$ cat config.mk
export PLATFORM = sky130hd
export DESIGN_NAME = rr_reg_arbiter
export DESIGN_NICKNAME = d
export VERILOG_FILES = /design/src/rtl/rr_reg_arbiter.sv
export SDC_FILE = /design/constraint.sdc
export NUM_CORES = 1
export LEC_CHECK = 0
export BUFFER_PORTS_ARGS = -buffer_cell sky130_fd_sc_hd__buf_2
export CAP_MARGIN = 10
export CORE_MARGIN = 1
export CORE_UTILIZATION = 45
export DETAILED_ROUTE_END_ITERATION = 6
export PLACE_DENSITY = 0.82
export RECOVER_POWER = 100
export SYNTH_ARGS = -nofsm -noshare
export SYNTH_HDL_FRONTEND = slang
export SYNTH_SLANG_ARGS = --single-unit
$ cat constraint.sdc
create_clock -name clk -period 3.95 [get_ports clk]
set_clock_uncertainty 0.05 [all_clocks]
set_input_delay 0.1975 -clock clk [delete_from_list [all_inputs] [get_ports clk]]
set_output_delay 0.1975 -clock clk [all_outputs]
set_load 0.1 [all_outputs]
$ cat src/rtl/rr_reg_arbiter.sv
// Round-robin arbiter that loads one of R requester words into a shared
// holding register with a valid/ready handshake toward the consumer.
module rr_reg_arbiter #(
  parameter int unsigned N = 8,
  parameter int unsigned R = 4
) (
  input  logic           clk,
  input  logic           reset,
  input  logic [R-1:0]   req,
  input  logic [R*N-1:0] req_data,
  output logic [R-1:0]   gnt,
  output logic [N-1:0]   q,
  output logic           q_valid,
  input  logic           q_ready,
  output logic [1:0]     q_owner
);

  localparam int unsigned OW = 2;

  typedef enum logic {
    IDLE = 1'b0,
    HOLD = 1'b1
  } state_e;

  state_e        state_q;
  logic [OW-1:0] ptr_q;
  logic [OW-1:0] owner_q;
  logic [N-1:0]  data_q;

  logic [OW-1:0] idx;
  logic [OW-1:0] win_c;
  logic          found_c;
  logic          capture_c;

  // Round-robin search starting at ptr_q, wrapping naturally through the 2-bit index.
  always_comb begin
    idx     = '0;
    win_c   = '0;
    found_c = 1'b0;
    for (int unsigned k = 0; k < R; k++) begin
      idx = ptr_q + OW'(k);
      if (!found_c && req[idx]) begin
        found_c = 1'b1;
        win_c   = idx;
      end
    end
  end

  // A capture happens when someone requests and the register is empty or being consumed.
  always_comb begin
    capture_c = found_c && ((state_q == IDLE) || q_ready) && !reset;
    gnt       = capture_c ? (R'(1) << win_c) : '0;
  end

  always_ff @(posedge clk or posedge reset) begin
    if (reset) begin
      state_q <= IDLE;
      ptr_q   <= '0;
      owner_q <= '0;
      data_q  <= '0;
    end else begin
      case (state_q)
        IDLE: begin
          if (capture_c) begin
            data_q  <= req_data[32'(win_c) * N +: N];
            owner_q <= win_c;
            ptr_q   <= win_c + OW'(1);
            state_q <= HOLD;
          end
        end
        HOLD: begin
          if (capture_c) begin
            data_q  <= req_data[32'(win_c) * N +: N];
            owner_q <= win_c;
            ptr_q   <= win_c + OW'(1);
          end else if (q_ready) begin
            state_q <= IDLE;
          end
        end
        default: state_q <= IDLE;
      endcase
    end
  end

  assign q       = data_q;
  assign q_owner = owner_q;
  assign q_valid = (state_q == HOLD);

endmodule

==> run metrics <==
TritonCTS clock tree yes; slowest stage delay, CP 0.86 ns; Routability Congestion approximately 0.86; post-synthesis compound-gate area fraction 0.1612; multiplexer share of the synthesized area 0.1957; relative slew slack 0.2230; worst reg2reg endpoint q[1]; Die Wd 45.96 um; post-synthesis net count between 100 and 150; DRC violations left 0; combinational family with the most area after synthesis multiplexers; Sw Share 0.6198; cell at the root of the clock tree sky130_fd_sc_hd__clkbuf_4; Post-Synth Adder-Cell Area 0.05755; asr flop ratio synth 1.000; Final Cell Area 0.001157 sq mm; Clock Latency Late Sink about 0.28 ns; count of placed standard cells including taps 163; Worst R2R Setup Slack 2.13 ns; Detailed Route Iter0 Violations 19; Post-Synth XOR/XNOR Area 0; end point of the most critical hold path q[6]; worst hold path cell count 3; highest-delay cell along the critical path sky130_fd_sc_hd__clkbuf_1; Routed Antenna Nets 0; CTS Buf Count 3; number of cells upsized or downsized after cts 0; clock edge transition at the registers on the reported setup and hold paths ~0.09 ns; Port Buffer Count 53; Register-to-Register Path Depth 5; FP Rows 15; number of global-route vias before repair 758; maximum net fanout on the critical path 19; setup repair after global routing missed its margin no; YS warnings 0; combinational share of power 0.655; initial antenna violation count 0; die area 0.002112 sq mm; classification of the worst setup path reg -> out; upper clock frequency limit 334.1 MHz; worst-margin pin slew roughly 1.2 ns; pwr dens 754.0 mW/mm^2; net switching power of the design 0.0005409 W; antenna diode instance count 0; cell area after synthesis 869.6 sq um; period utilization 0.7578; run status complete, no violations; family with the most delay on the worst path buffers and inverters; vias 870; post-DP HPWL 1606 um; layout cells sized above 1 0.3077; setup violators final 0; Global Route Usage Sum 0.2173; share of total power in the clock network 0.100; number of max-capacitance violations reported 0; Worst Setup Slack post-DPL 1.758 ns; maximum root-to-sink buffer count 2; Int Power 0.0003318 W; PnR worst setup slack about 0.96 ns; via/cell ratio 5.179; core footprint about 0.0018 sq mm; vertical die dimension 45.96 um; data arrival time of the worst path between 2 and 3 ns; initial core utilization 0.4929; worst min-delay path category in -> reg; Syn Area/Cell 9.995 sq um; startpoint kind of the worst setup timing path register; Worst R2R Start ptr_q[1]; number of top-level design ports between 50 and 60; global route overflow 0; instance area after placement 0.001146 sq mm; clock period minus worst slack 2.993 ns; sequential element share of the synthesized area 0.3741; start point of the critical path ptr_q[1]; Static Leakage 0.6207 nW; cells traversed along the worst timing path mux2i_1, o22ai_1, nor2_8, ha_1, and3_1, clkbuf_1; layout-stage area growth over the synthesis result 33.09%; maximum vdd ir drop 0.5459 mV; number of cells in the finished layout apart from fillers 168; simple-gate share of the synthesized area 0.1712; EDFF count, synth 0; deepest level of the CTS H-tree 1; sinks on the clock net 13; final WL 2138 um; total number of nets in the final design 187; launch point of the worst hold path req_data[22]; flip-flop and latch count after synthesis 13; max-slew violation total from the final report 0; CP required 3.70 ns; number of unique standard cell types used by synthesis 23; average wire length per cell after detail routing 12.73 um; total power consumption of the routed design a little under 0.0009 W; critical path endpoint category output port; Setup TNS Final 0 ns; final hold vios 0; Sequential Power Share 0.245; number of standard cells after synthesis 87; most frequently used flop master after synthesis sky130_fd_sc_hd__dfrtp_1; wire length of the first global-routing pass 3236 um; largest net degree at the start of global routing 20; first-pass iteration count of the detailed router 4; number of buffers and inverters on the critical path 1
cells in the final DEF (no fill, tap or decap):
cell type,netlist,layout
sky130_fd_sc_hd__o21ai_0,1,1
sky130_fd_sc_hd__nor3_1,1,1
sky130_fd_sc_hd__nor2_8,1,1
sky130_fd_sc_hd__nand2_1,17,17
sky130_fd_sc_hd__and2_1,1,1
sky130_fd_sc_hd__and3_1,4,4
sky130_fd_sc_hd__o221ai_1,8,8
sky130_fd_sc_hd__clkbuf_1,0,16
sky130_fd_sc_hd__clkinv_2,0,1
sky130_fd_sc_hd__nor4_1,1,1
sky130_fd_sc_hd__a21oi_1,4,4
sky130_fd_sc_hd__dfrtp_1,13,13
sky130_fd_sc_hd__mux2i_1,17,17
sky130_fd_sc_hd__o22ai_1,0,1
sky130_fd_sc_hd__clkbuf_4,0,3
sky130_fd_sc_hd__o22a_1,1,1
sky130_fd_sc_hd__nand2b_1,3,3
sky130_fd_sc_hd__inv_1,3,3
sky130_fd_sc_hd__a21oi_2,1,1
sky130_fd_sc_hd__dlygate4sd3_1,0,1
sky130_fd_sc_hd__buf_2,1,37
sky130_fd_sc_hd__nor2_1,1,1
sky130_fd_sc_hd__a21o_1,1,1
sky130_fd_sc_hd__o21a_1,1,1
sky130_fd_sc_hd__ha_1,4,4
sky130_fd_sc_hd__inv_2,1,1
synth_stat cells (3+ instances only):
cell	instances	area [sq um]
sky130_fd_sc_hd__ha_1	4	50.05
sky130_fd_sc_hd__dfrtp_1	13	325.3
sky130_fd_sc_hd__mux2i_1	17	170.2
sky130_fd_sc_hd__and3_1	4	25.02
sky130_fd_sc_hd__o221ai_1	8	70.07
sky130_fd_sc_hd__nand2_1	17	63.81
sky130_fd_sc_hd__inv_1	3	11.26
sky130_fd_sc_hd__a21oi_1	4	20.02
sky130_fd_sc_hd__nand2b_1	3	18.77
through the flow:
step                      utilization  hold slack, ns
after global placement         0.6496          0.2119
final                          0.6560          0.1719
after detailed placement       0.6496          0.2200
after CTS                      0.6709          0.1720
after floorplan                     -         0.02446
after global routing           0.6560          0.1799
worst max path at each step:
stage	to	slack [ns]	depth (start not counted)
finish	gnt[3]	0.96	6
floorplan	gnt[1]	1.64	6
CTS	gnt[3]	1.43	6
global route	gnt[3]	0.79	6
global placement	gnt[3]	1.82	6
detailed placement	gnt[3]	1.76	6
power by group through the flow:
| stage | Sequential (W) | Combinational, W | Clock (W) |
|---|---|---|---|
| detailed placement | 0.000212 | 0.000590 | 0 |
| CTS | 0.000212 | 0.000590 | 0.0000897 |
| floorplan | 0.000495 | 0.000215 | 0 |
| global route | 0.000220 | 0.000600 | 0.0000938 |
| global placement | 0.000211 | 0.000577 | 0 |
| finish | 0.000214 | 0.000571 | 0.0000871 |
tightest hold or removal path: cells and delay by family:
family / cells / cell delay (ns)
muxes: 1 / 0.05
AOI/OAI and AO/OA: 1 / 0.15
buffers and inverters: 1 / 0.07
logic make-up (layout without fill, tap and decap cells):
kind of cell,Yosys count,after routing
mux,17,17
fa+ha+maj,4,4
flops,13,13
compound gates,18,18
buf+inv,6,62
simple gates,29,29
final cells by class:
type,count,area (sq um)
inverters,4,15.01
clock inverters,1,5.005
clock buffers,3,22.52
repair buffers,54,255.2
flip-flops and latches,13,325.3
well taps,25,31.28
multi-input cells,68,503.0
fillers,173,606.8
flip-flops by register name (all words and copies together), names as in the netlist:
signal	flops
ptr_q	2
q	8
q_valid	1
q_owner	2
layer usage:
metal  share of wire  up-vias  global-route usage
met5               0        -                   0
met4           0.016        0              0.1000
met3           0.063        4             0.04365
met2            0.46       41              0.3408
met1            0.46      394              0.2854
li1                -      431                   -
repair_timing:
| item | in CTS | in global routing |
|---|---|---|
| hold buffers | 1 | 0 |
| setup buffers | 0 | 0 |
| endpoints found under the hold margin | 13 | 0 |
(Power assumes the default switching activity.)
